[src/rtl/ntt_agen.sv]
// ntt_agen: in-place radix-2 forward NTT address generator; optional cycle counter via NTT_AGEN_PERF_CNT_EN.
// Revision 1.0
`default_nettype none

module ntt_agen #(
  parameter int N          = 256,
  parameter int BF_LATENCY = 4,
  parameter int AW         = $clog2(N),
  parameter int LOGN       = $clog2(N),
  parameter int TW         = LOGN
) (
  input  logic          clk,
  input  logic          rst,
  input  logic          start,
  output logic          busy,
  output logic          done,
  output logic          rd_en,
  output logic [AW-1:0] rd_addr_a,
  output logic [AW-1:0] rd_addr_b,
  output logic [TW-1:0] tw_idx,
  output logic          bf_valid,
  output logic          wr_en,
  output logic [AW-1:0] wr_addr_a,
  output logic [AW-1:0] wr_addr_b,
  output logic [31:0]   cycle_count
);

  localparam int SW = $clog2(LOGN);
  localparam int PW = LOGN - 1;
  localparam int D  = BF_LATENCY + 1;

  localparam logic [PW-1:0] P_LAST = PW'(N/2 - 1);
  localparam logic [SW-1:0] S_LAST = SW'(LOGN - 1);
  localparam logic [D-1:0]  TOP    = D'(1) << (D - 1);

  typedef enum logic [1:0] {IDLE, ISSUE, DRAIN, DONE} state_t;

  state_t        state, state_n;
  logic [SW-1:0] s, s_n;
  logic [PW-1:0] p, p_n;
  logic [D-1:0]  v_pipe;
  logic [AW-1:0] a_pipe [D];
  logic [AW-1:0] b_pipe [D];
  logic          last_wr;

  // Address math on the pair index: len = N>>(s+1) is a power of two.
  logic [SW-1:0]   sh;
  logic [LOGN-1:0] p_ext, len, g, o, addr_a, addr_b, tw;

  always_comb begin
    sh     = S_LAST - s;
    p_ext  = {1'b0, p};
    len    = LOGN'(1) << sh;
    g      = p_ext >> sh;
    o      = p_ext & (len - LOGN'(1));
    addr_a = ((g << sh) << 1) | o;
    addr_b = addr_a | len;
    tw     = (LOGN'(1) << s) | g;
  end

  always_ff @(posedge clk) begin
    if (rst) begin
      state <= IDLE;
      s     <= '0;
      p     <= '0;
    end else begin
      state <= state_n;
      s     <= s_n;
      p     <= p_n;
    end
  end

  // The stage ends on the cycle its last write-back leaves the delay line.
  assign last_wr = v_pipe[D-1] && ((v_pipe & ~TOP) == '0);

  always_comb begin
    state_n = state;
    s_n     = s;
    p_n     = p;
    case (state)
      IDLE: begin
        if (start) begin
          state_n = ISSUE;
          s_n     = '0;
          p_n     = '0;
        end
      end
      ISSUE: begin
        if (p == P_LAST) begin
          state_n = DRAIN;
          p_n     = '0;
        end else begin
          p_n = p + PW'(1);
        end
      end
      DRAIN: begin
        if (last_wr) begin
          if (s == S_LAST) begin
            state_n = DONE;
            s_n     = '0;
          end else begin
            state_n = ISSUE;
            s_n     = s + SW'(1);
          end
        end
      end
      DONE: state_n = IDLE;
      default: state_n = IDLE;
    endcase
  end

  assign busy      = (state == ISSUE) || (state == DRAIN);
  assign done      = (state == DONE);
  assign rd_en     = (state == ISSUE);
  assign rd_addr_a = rd_en ? AW'(addr_a) : '0;
  assign rd_addr_b = rd_en ? AW'(addr_b) : '0;
  assign tw_idx    = rd_en ? TW'(tw) : '0;

  always_ff @(posedge clk) begin
    if (rst) begin
      v_pipe <= '0;
      for (int i = 0; i < D; i++) begin
        a_pipe[i] <= '0;
        b_pipe[i] <= '0;
      end
    end else begin
      v_pipe[0] <= rd_en;
      a_pipe[0] <= rd_addr_a;
      b_pipe[0] <= rd_addr_b;
      for (int i = 1; i < D; i++) begin
        v_pipe[i] <= v_pipe[i-1];
        a_pipe[i] <= a_pipe[i-1];
        b_pipe[i] <= b_pipe[i-1];
      end
    end
  end

  assign bf_valid  = v_pipe[0];
  assign wr_en     = v_pipe[D-1];
  assign wr_addr_a = a_pipe[D-1];
  assign wr_addr_b = b_pipe[D-1];

`ifdef NTT_AGEN_PERF_CNT_EN
  logic [31:0] cnt;

  always_ff @(posedge clk) begin
    if (rst) begin
      cnt <= '0;
    end else if ((state == IDLE) && start) begin
      cnt <= '0;
    end else if (busy) begin
      cnt <= cnt + 32'd1;
    end
  end

  assign cycle_count = cnt;
`else
  assign cycle_count = '0;
`endif

endmodule

`default_nettype wire

[config.mk]
export PLATFORM = sky130hd
export DESIGN_NAME = ntt_agen
export DESIGN_NICKNAME = d
export VERILOG_FILES = /design/src/rtl/ntt_agen.sv
export SDC_FILE = /design/constraint.sdc
export NUM_CORES = 1
export LEC_CHECK = 0
export CELL_PAD_IN_SITES_DETAIL_PLACEMENT = 1
export CELL_PAD_IN_SITES_GLOBAL_PLACEMENT = 1
export CORE_MARGIN = 2
export CORE_UTILIZATION = 41
export DETAILED_ROUTE_END_ITERATION = 6
export PLACE_DENSITY_LB_ADDON = 0.05
export RECOVER_POWER = 25
export SKIP_LAST_GASP = 1
export SYNTH_ARGS = -nofsm -noshare
export SYNTH_HDL_FRONTEND = slang
export SYNTH_SLANG_ARGS = --single-unit
[constraint.sdc]
create_clock -name clk -period 3.8 [get_ports clk]
set_input_delay 0.95 -clock clk [delete_from_list [all_inputs] [get_ports clk]]
set_output_delay 0.95 -clock clk [all_outputs]
set_load 0.02 [all_outputs]
==> results of run 1 <==
cells by family (layout without fill, tap and decap cells):
| group | Yosys count | after routing | share of synthesized area |
|---|---|---|---|
| and+or+nand+nor | 157 | 157 | 0.214 |
| DFF | 97 | 97 | 0.471 |
| buffers and inverters | 85 | 83 | 0.131 |
| AOI/OAI and AO/OA | 64 | 64 | 0.113 |
| adders and majority gates | 12 | 12 | 0.0364 |
| muxes | 8 | 8 | 0.0234 |
| xor gates and xnor gates | 5 | 5 | 0.0106 |
| other | 1 | 32 | 0.000910 |
where the power goes:
part           internal, mW  switching [mW]
Combinational         0.143           0.277
Clock                 0.325           0.388
Sequential             1.04          0.0323
cell usage after synthesis (all sizes together), types with 2 or more instances:
cell type	instances	area, um^2
ha	12	150
nor2	29	109
xnor2	3	26.3
nand3b	2	15.0
nand2b	6	37.5
a21o	2	15.0
clkbuf	10	37.5
o2bb2ai	2	17.5
o211ai	5	37.5
and2	6	40.0
o21ai	7	50.1
mux2	3	33.8
nor3	4	25.0
buf	62	452
nand4	5	31.3
o21a	6	45.0
a41o	2	20.0
nor2b	73	457
nand3	7	40.0
a21oi	18	90.1
xor2	2	17.5
inv	13	48.8
nand2	16	60.1
a311oi	2	23.8
a31oi	6	37.5
o31ai	6	50.1
mux2i	4	40.0
or3	2	17.5
dfxtp	97	1940
and3	3	18.8
state kept, by name (all words and copies together), names as in the netlist:
| signal | count |
|---|---|
| p | 7 |
| b_pipe | 40 |
| state | 2 |
| s | 3 |
| a_pipe | 40 |
| v_pipe | 5 |
worst min-delay path by stage:
stage                               endpoint  slack (ns)
floorplan           a_pipe[0][10]$_SDFF_PP0_        0.41
global placement    b_pipe[0][32]$_SDFF_PP0_        0.42
detailed placement  b_pipe[0][22]$_SDFF_PP0_        0.42
CTS                 b_pipe[0][26]$_SDFF_PP0_        0.44
global route        a_pipe[0][27]$_SDFF_PP0_        0.45
finish              a_pipe[0][32]$_SDFF_PP0_        0.44
stage by stage:
step                      area (um^2)  setup slack, ns  power [mW]  cells  hold slack (ns)
after floorplan                  4240             1.00        1.40    460            0.414
after global placement           4430            0.204        1.52    575            0.415
after detailed placement         4430            0.115        1.52    575            0.425
after CTS                        4670          0.00272        2.25    591            0.444
after global routing             4710         -0.00734        2.33    591            0.447
final                            4710            0.134        2.21    591            0.440
worst reg2reg max path, cell delays in order (launching register included):
cell,delay [ns]
dfxtp_4,0.46
ha_2,0.28
ha_1,0.26
nor2_1,0.10
a41o_1,0.25
a311oi_2,0.32
a21oi_1,0.16
area by class of cell:
type / count / area [um^2] / share of cell area
tap: 133 / 166 / 0.0353
multi-input combinational: 278 / 1820 / 0.385
inverter: 13 / 48.8 / 0.0104
timing repair buffer: 54 / 514 / 0.109
clock inverter: 7 / 95.1 / 0.0202
sequential: 97 / 1950 / 0.413
clock buffer: 9 / 124 / 0.0263
layer usage:
metal	share of wire	vias to the layer above	GRT usage
li1	-	1383	-
met1	0.47	1306	0.224
met2	0.50	66	0.281
met3	0.030	4	0.0282
met4	0.0041	0	0.0454
met5	0	-	0
what timing repair did:
action,4_1_cts,5_1_grt
gates resized for setup,6,10
endpoints found under the setup margin,11,6
hold endpoints to repair,0,0
pin swaps,0,1
buffers inserted,0,0
==> results.md, run 1 <==
* Status: finished with violations
* Failing checks: capacitance limit, slew limit
* GR Util All Layers at 0.168
* Most frequent cells in the layout: dfxtp_1, nor2b_1, clkdlybuf4s50_1, conb_1, nor2_1
* Reg2reg path depth at 6
* Worst Setup EP: rd_addr_a[4]
* FFs w/ async S/R, synth at 0
* First-pass GRT wire length at roughly 15 mm
* DRT iter0 DRCs at between 80 and 90
* DP HPWL at between 6 and 7 mm
* Layout area overhead at 14.4%
* CTS tree: built
* Initial antenna violation count at 0
* Setup CP Type: reg -> out
* Die X at ~100 um
* Final hold viol count at 0
* WP data arrival at ~2.7 ns
* Fmax achieved at roughly 270 MHz
* Fin. max-slew vios at 84
* Die area at ~0.011 mm^2
* Worst-skew pair later-pin latency at approximately 0.35 ns
* #FFs+latches synth at a little under 100
* Largest net degree at the start of global routing at 84
* Gr ovfl total at 0
* CTS Buffer Depth at 2
* Critical R2R Capture: b_pipe[0][6]$_SDFF_PP0_
* Final setup vio count at 0
* Flop2flop setup slack at around 1.9 ns
* Avg Cell Area, Syn at ~9.6 um^2
* Number of I/O port buffers at 47
* Diodes inserted at 0
* Max-capacitance violation count at 1
* Synth Flop Type: dfxtp_1
* Leak Pwr at 1.79 nW
* I/O pins at 80
* EDFF count, synth at 0
* Drt pass-1 iters at 4
* Cells along the critical path: inv_1 -> ha_2 -> o31ai_1 -> a21oi_1 -> o22ai_2 -> and2_1 -> clkdlybuf4s50_1
* Crit path max-delay family: buffers and inverters
* Core Region at about 0.01 mm^2
* Remaining DRCs at 0
* Synthesized netlist cell count at approximately 430
* Max incr delay on CP at ~0.6 ns
* # H-tree levels at 3
* Buf+Inv Stages, Crit Path at 2
* Crit Path Max Fanout at 7
* Layout cells sized above 1 at 0.111
* Hold WC Path Type: reg -> reg
* Vias in the first global route at between 2,000 and 3,000
* Final wirelength at about 8.7 mm
* Netlist cell types at between 50 and 60
* Min Tclk post-route at 3.67 ns
* Final Util at 0.482
* Crit. End Element: primary output
* Sequential share of the synthesized area at 0.471
* Clock Sinks at 97
* RSZ-0062 raised after global routing: true
* Critical path depth in cells at 7
* Pwr Density at ~470 mW/mm^2
* Die H at 104 um
* Vias at 2,759
* Clock slew at the register clock pins of the worst setup and hold paths at ~0.11 ns
* Rel. slew slack at -0.0620
* Row Count at 36
* Hold buffer count at cts at 0
* Critical Path Start Type: flop
* CTS buffer count at 9
* Post-Syn Area at 0.00412 mm^2
* Most common cell after layout, fill and taps aside: dfxtp_1
* Initial core utilization at 0.422
* WP data required at 2.85 ns
* Hold_sp: a_pipe[0][24]$_SDFF_PP0_
* Root Driver: clkbuf_8
* Post-DRT Antenna Nets at 0
* Vias/cell at 4.67
* Wirelength per Cell at about 15 um
* YS warnings at 0
* Fillers at ~1,100
* Hold depth at 1
* Slew @ Worst Pin at ~1.6 ns
* R2r startpoint: s[1]$_SDFFE_PP0P_
* Setup_tns at 0 ns
* Critical-path top delay cell: clkdlybuf4s50_1
* Worst vdd rail ir drop at 0.000277 V
* Nets at 468
* Skew final at about 0.016 ns
* CP startpoint: s[0]$_SDFFE_PP0P_
* Placer Congestion at between 0.8 and 0.9
* Tcrit/Tclk final at 0.965
No activity file was read; power rests on OpenSTA's default activity.
==> run 2, diff against run 1 <==
Settings changed: CORE_MARGIN 2 to 4, CORE_UTILIZATION 41 to 39.
Clock period 3.8 ns to 3.4 ns, I/O delays scaled along.
==> results.md, run 2 (same netlist as run 1, synthesis figures left out) <==
* Status: complete, no violations (was finished with violations)
* Die area at 0.0123 mm^2 (was 0.0109 mm^2)
* Total Power at 2.44 mW (was 2.21 mW)
* Area after DPL at 0.00456 mm^2 (was 0.00443 mm^2)
* Final hold viol count at 0 (unchanged)
* Pwr Density at 507 mW/mm^2 (was 469 mW/mm^2)
* Largest net degree at the start of global routing at 72 (was 84)
* WP data arrival at 2.46 ns (was 2.72 ns)
* Fillers at 1,160 (was 1,120)
* Gr ovfl total at 0 (unchanged)
* Clock slew at the register clock pins of the worst setup and hold paths at 0.10 ns (was 0.11 ns)
* Hold depth at 1 (unchanged)
* Most frequent cells in the layout: dfxtp_1, nor2b_1, clkdlybuf4s50_1, conb_1, nor2_1 (unchanged)
* Buf+Inv Stages, Crit Path at 2 (unchanged)
* RSZ-0062 raised after global routing: false (was true)
* Hold_sp: a_pipe[0][8]$_SDFF_PP0_ (was a_pipe[0][24]$_SDFF_PP0_)
* Reg2reg path depth at 7 (was 6)
* Post CTS Setup Buffer Count at 0 (unchanged)
* Crit. End Element: primary output (unchanged)
* Hold buffer count at cts at 0 (unchanged)
* I/O pins at 80 (unchanged)
* Max-capacitance violation count at 0 (was 1)
* Vias in the first global route at 2,744 (was 2,751)
* Tcrit/Tclk final at 0.973
* Vias at 2,847 (was 2,759)
* Hold Crit Endpoint: a_pipe[0][16]$_SDFF_PP0_ (was a_pipe[0][32]$_SDFF_PP0_)
* Worst vdd rail ir drop at 0.000293 V (was 0.000277 V)
* Post-Layout Cell Count at 610 (was 591)
* Most common cell after layout, fill and taps aside: dfxtp_1 (unchanged)
* Wirelength per Cell at 15.3 um (was 14.8 um)
* Leak Pwr at 1.91 nW (was 1.79 nW)
* Setup_tns at 0 ns (unchanged)
* Flop2flop setup slack at 1.40 ns (was 1.85 ns)
* Final wirelength at 9.33 mm (was 8.73 mm)
* CTS tree: built (unchanged)
* Area of the multi-input gates at 0.00183 mm^2 (was 0.00182 mm^2)
* First-pass GRT wire length at 14.8 mm (was 14.5 mm)
* Nets at 484 (was 468)
* Die X at 111 um (was 104 um)
* Hold_ws at 0.432 ns (was 0.440 ns)
* Critical Path Start Type: flop (unchanged)
* Cells along the critical path: buf_4 -> ha_2 -> o21a_1 -> o31ai_1 -> a21o_1 -> clkdlybuf4s50_1 (was inv_1 -> ha_2 -> o31ai_1 -> a21oi_1 -> o22ai_2 -> and2_1 -> clkdlybuf4s50_1)
* GR Util All Layers at 0.151 (was 0.168)
* Layout area overhead at 16.8% (was 14.4%)
* Cells after DPL at 594 (was 575)
* Fin. max-slew vios at 0 (was 84)
* Drt pass-1 iters at 7 (was 4)
* # H-tree levels at 3 (unchanged)
* Die H at 111 um (was 104 um)
* Setup CP Type: reg -> out (unchanged)
* DRT iter0 DRCs at 77 (was 85)
* Initial antenna violation count at 0 (unchanged)
* Core Region at 0.0103 mm^2 (was 0.00977 mm^2)
* Placer Congestion at 0.883 (was 0.838)
* R2r startpoint: s[0]$_SDFFE_PP0P_ (was s[1]$_SDFFE_PP0P_)
* Diodes inserted at 0 (unchanged)
* Storage cell area at 0.00195 mm^2 (unchanged)
* Critical-path top delay cell: clkdlybuf4s50_1 (unchanged)
* Rel. slew slack at 0.150 (was -0.0620)
* Root Driver: clkbuf_8 (unchanged)
* Critical R2R Capture: b_pipe[0][4]$_SDFF_PP0_ (was b_pipe[0][6]$_SDFF_PP0_)
* Layout cells sized above 1 at 0.143 (was 0.111)
* Final setup vio count at 0 (unchanged)
* Largest registers: a_pipe (40), b_pipe (40), p (7) (unchanged)
* CTS buffer count at 9 (unchanged)
* Post-DRT Antenna Nets at 0 (unchanged)
* Min Tclk post-route at 3.31 ns
* Slew @ Worst Pin at 1.27 ns (was 1.59 ns)
* Remaining DRCs at 0 (unchanged)
* Clock Sinks at 97 (unchanged)
* Crit path max-delay family: buffers and inverters (unchanged)
* Hold WC Path Type: reg -> reg (unchanged)
* Worst-skew pair later-pin latency at 0.36 ns (was 0.35 ns)
* WP data required at 2.55 ns (was 2.85 ns)
* Max incr delay on CP at 0.63 ns (was 0.60 ns)
* Initial core utilization at 0.399 (was 0.422)
* Row Count at 37 (was 36)
* Crit Path Max Fanout at 9 (was 7)
* Vias/cell at 4.67 (about the same)
* CTS Buffer Depth at 2 (unchanged)
* Design Area, Final at 0.00481 mm^2 (was 0.00471 mm^2)
* Skew final at 0.0224 ns (was 0.0157 ns)
* Fmax achieved at just over 300 MHz
* Number of I/O port buffers at 47 (unchanged)
* DP HPWL at 6.82 mm (was 6.17 mm)
-- run 2: cell count changes in the layout (fill, tap and decap cells not counted), sizes merged --
cell,before,now
dlygate4sd2,0,11
clkinv,2,3
inv,17,16
clkbuf,11,13
buf,6,21
bufinv,1,0
clkdlybuf4s50,46,35
-- run 2: worst reg2reg max path: stages (launching register included) --
cell,delay [ns]
dfxtp_2,0.42
inv_2,0.10
ha_1,0.30
or3_1,0.41
a31oi_1,0.20
o22ai_2,0.13
buf_4,0.15
o21a_1,0.18
-- run 2: final cells by class --
class                      count  area share
inverter                      13      0.0101
timing repair buffer          70       0.129
clock buffer                  10      0.0286
clock inverter                 6      0.0120
tap                          136      0.0353
sequential                    97       0.405
multi-input combinational    278       0.380
-- run 2: per-layer routing --
| metal | GRT usage | wire (um) | vias up | share of wire |
|---|---|---|---|---|
| met5 | 0 | 0 | - | 0 |
| met4 | 0.0509 | 153 | 0 | 0.016 |
| met3 | 0.0366 | 364 | 10 | 0.039 |
| met2 | 0.250 | 4560 | 71 | 0.49 |
| met1 | 0.193 | 4250 | 1355 | 0.46 |
| li1 | - | - | 1411 | - |
-- run 2: where the power goes --
part           switching [mW]  leakage, nW  total, mW  internal (mW)
Clock                   0.432        0.101      0.735          0.304
Sequential             0.0214        0.784       1.19           1.17
Combinational           0.331         1.02      0.517          0.186
Total                   0.784         1.91       2.44           1.66
-- run 2: how the worst max path moves through the flow --
stage / cells after the start / slack (ns) / to / from
finish: 6 / 0.09 / rd_addr_b[3] / s[0]$_SDFFE_PP0P_
global route: 7 / 0.02 / rd_addr_b[6] / s[2]$_SDFFE_PP0P_
global placement: 6 / 0.19 / rd_addr_a[5] / s[2]$_SDFFE_PP0P_
detailed placement: 7 / 0.08 / rd_addr_b[6] / s[1]$_SDFFE_PP0P_
CTS: 6 / 0.04 / rd_addr_b[3] / s[1]$_SDFFE_PP0P_
floorplan: 7 / 0.70 / rd_addr_b[4] / s[0]$_SDFFE_PP0P_
-- run 2: what timing repair did --
item                       in CTS  in global routing
resized for setup              28                  3
pin swaps                       1                  0
setup endpoints to repair      13                  6
-- run 2: stage by stage --
stage / worst slack, ns / util
2_1_floorplan: 0.700 / -
5_1_grt: 0.0155 / 0.466
6_report: 0.0921 / 0.466
3_3_place_gp: 0.189 / 0.441
3_5_place_dp: 0.0837 / 0.441
4_1_cts: 0.0350 / 0.466
==> run 3, diff against run 2 <==
Settings changed: MAX_ROUTING_LAYER set to met4.
==> results.md, run 3 (same netlist as run 1, synthesis figures left out) <==
* WP data required at 2.55 ns (about the same)
* Crit Path Max Fanout at 5 (was 9)
* Die X at 111 um (unchanged)
* CTS Buffer Depth at 2 (unchanged)
* # H-tree levels at 3 (unchanged)
* Cells along the critical path: inv_1 -> ha_1 -> or3_1 -> a31oi_1 -> o22ai_2 -> o21a_1 -> dlygate4sd2_1 (was buf_4 -> ha_2 -> o21a_1 -> o31ai_1 -> a21o_1 -> clkdlybuf4s50_1)
* Cells after DPL at 594 (unchanged)
* Core Region at 0.0103 mm^2 (unchanged)
* Leak Pwr at 2.01 nW (was 1.91 nW)
* Clock Sinks at 97 (unchanged)
* Skew final at 0.0211 ns (was 0.0224 ns)
* Remaining DRCs at 0 (unchanged)
* Total Power at 2.53 mW (was 2.44 mW)
* Largest net degree at the start of global routing at 57 (was 72)
* Worst-skew pair later-pin latency at 0.35 ns (was 0.36 ns)
* Post CTS Setup Buffer Count at 0 (unchanged)
* GR Util All Layers at 0.155 (was 0.151)
* CTS buffer count at 9 (unchanged)
* CTS tree: built (unchanged)
* DP HPWL at 6.85 mm (was 6.82 mm)
* Die area at 0.0123 mm^2 (unchanged)
* Nets at 484 (unchanged)
* Root Driver: clkbuf_8 (unchanged)
* Final wirelength at 9.19 mm (was 9.33 mm)
* Rel. slew slack at 0.139 (was 0.150)
* Largest registers: a_pipe (40), b_pipe (40), p (7) (unchanged)
* Slew @ Worst Pin at 1.29 ns (was 1.27 ns)
* Vias/cell at 4.65 (was 4.67)
* Pwr Density at 521 mW/mm^2 (was 507 mW/mm^2)
* Design Area, Final at 0.00485 mm^2 (was 0.00481 mm^2)
* Post-DRT Antenna Nets at 0 (unchanged)
* Number of I/O port buffers at 47 (unchanged)
* Vias at 2,830 (was 2,847)
* Fmax achieved at 306 MHz (was 302 MHz)
* Most frequent cells in the layout: dfxtp_1, nor2b_1, clkdlybuf4s50_1, conb_1, nor2_1 (unchanged)
* Row Count at 37 (unchanged)
* Layout cells sized above 1 at 0.137 (was 0.143)
* Crit path max-delay family: compound AO/OA/AOI/OAI gates (was buffers and inverters)
* Die H at 111 um (unchanged)
* Drt pass-1 iters at 4 (was 7)
* I/O pins at 80 (unchanged)
* DRT iter0 DRCs at 65 (was 77)
* Setup CP Type: reg -> out (unchanged)
* Critical Path Start Type: flop (unchanged)
* Final WS setup at 0.129 ns (was 0.0921 ns)
* RSZ-0062 raised after global routing: false (unchanged)
* Wirelength per Cell at 15.1 um (was 15.3 um)
* Diodes inserted at 0 (unchanged)
* Fillers at 1,172 (was 1,160)
* Status: complete, no violations (unchanged)
* Final hold viol count at 0 (unchanged)
* Buf+Inv Stages, Crit Path at 2 (unchanged)
* First-pass GRT wire length at 14.9 mm (was 14.8 mm)
* Area after DPL at 0.00456 mm^2 (unchanged)
* Dpl ws at 0.131 ns (was 0.0837 ns)
* Gr ovfl total at 0 (unchanged)
* Fin. max-slew vios at 0 (unchanged)
* Initial antenna violation count at 0 (unchanged)
* WP data arrival at 2.42 ns (was 2.46 ns)
* Layout area overhead at 17.6% (was 16.8%)
* Vias in the first global route at 2,809 (was 2,744)
* Final Util at 0.470 (was 0.466)
* Final setup vio count at 0 (unchanged)
* Min Tclk post-route at 3.27 ns (was 3.31 ns)
* Initial core utilization at 0.399 (unchanged)
* Crit. End Element: primary output (unchanged)
* Post-Layout Cell Count at 609 (was 610)
* Most common cell after layout, fill and taps aside: dfxtp_1 (unchanged)
* Max-capacitance violation count at 0 (unchanged)
* Hold WC Path Type: reg -> reg (unchanged)
* Tcrit/Tclk final at 0.962 (was 0.973)
* Placer Congestion at 0.874 (was 0.883)
* Worst vdd rail ir drop at 0.000401 V (was 0.000293 V)
* Max incr delay on CP at 0.40 ns (was 0.63 ns)
* Critical-path top delay cell: or3_1 (was clkdlybuf4s50_1)
* Clock slew at the register clock pins of the worst setup and hold paths at 0.09 ns (was 0.10 ns)
run 3: through the flow:
step	TNS, ns	hold slack (ns)
finish	0	0.426
global route	0	0.454
CTS	-0.0147	0.430
detailed placement	0	0.425
global placement	0	0.416
floorplan	0	0.414
run 3: final cells by class:
cell class,count,area (um^2),share of cell area
inverter,13,48.8,0.0101
timing repair buffer,70,641,0.132
clock buffer,10,138,0.0284
sequential,97,1950,0.401
clock inverter,5,85.1,0.0175
multi-input combinational,278,1820,0.375
tap,136,170,0.0351
run 3: worst paths after layout:
kind	start	to	slack, ns	depth (start not counted)
worst min register to register	b_pipe[0][2]$_SDFF_PP0_	b_pipe[0][10]$_SDFF_PP0_	0.43	1
worst max register to register	s[0]$_SDFFE_PP0P_	b_pipe[0][4]$_SDFF_PP0_	1.37	7
worst min-delay path	b_pipe[0][2]$_SDFF_PP0_	b_pipe[0][10]$_SDFF_PP0_	0.43	1
worst max-delay path	s[0]$_SDFFE_PP0P_	rd_addr_b[4]	0.13	7
run 3: metal layers:
metal | GRT usage | share of wire | up-vias
li1 | - | - | 1408
met1 | 0.190 | 0.46 | 1352
met2 | 0.261 | 0.49 | 58
met3 | 0.0246 | 0.030 | 12
met4 | 0.0534 | 0.017 | 0
met5 | - | 0 | -
run 3: what timing repair did:
action | CTS | global route
hold buffers | 0 | 0
setup endpoints to repair | 14 | 8
pin swaps | 1 | 0
gates resized for setup | 19 | 9
gates cloned | 0 | 0
run 3: worst register-to-register path: cells and delay by family, from the launching register on:
| kind | cells | cell delay, ns |
|---|---|---|
| compound gates | 3 | 0.53 |
| fa+ha+maj | 1 | 0.30 |
| buf+inv | 2 | 0.31 |
| flops | 1 | 0.38 |
| simple gates | 1 | 0.40 |
run 3: power by group:
group	internal [mW]	total [mW]	switching, mW	leakage, nW
sequential	1.17	1.19	0.0200	0.784
combinational	0.186	0.516	0.330	1.12
clock	0.436	0.821	0.385	0.109
total	1.79	2.53	0.736	2.01
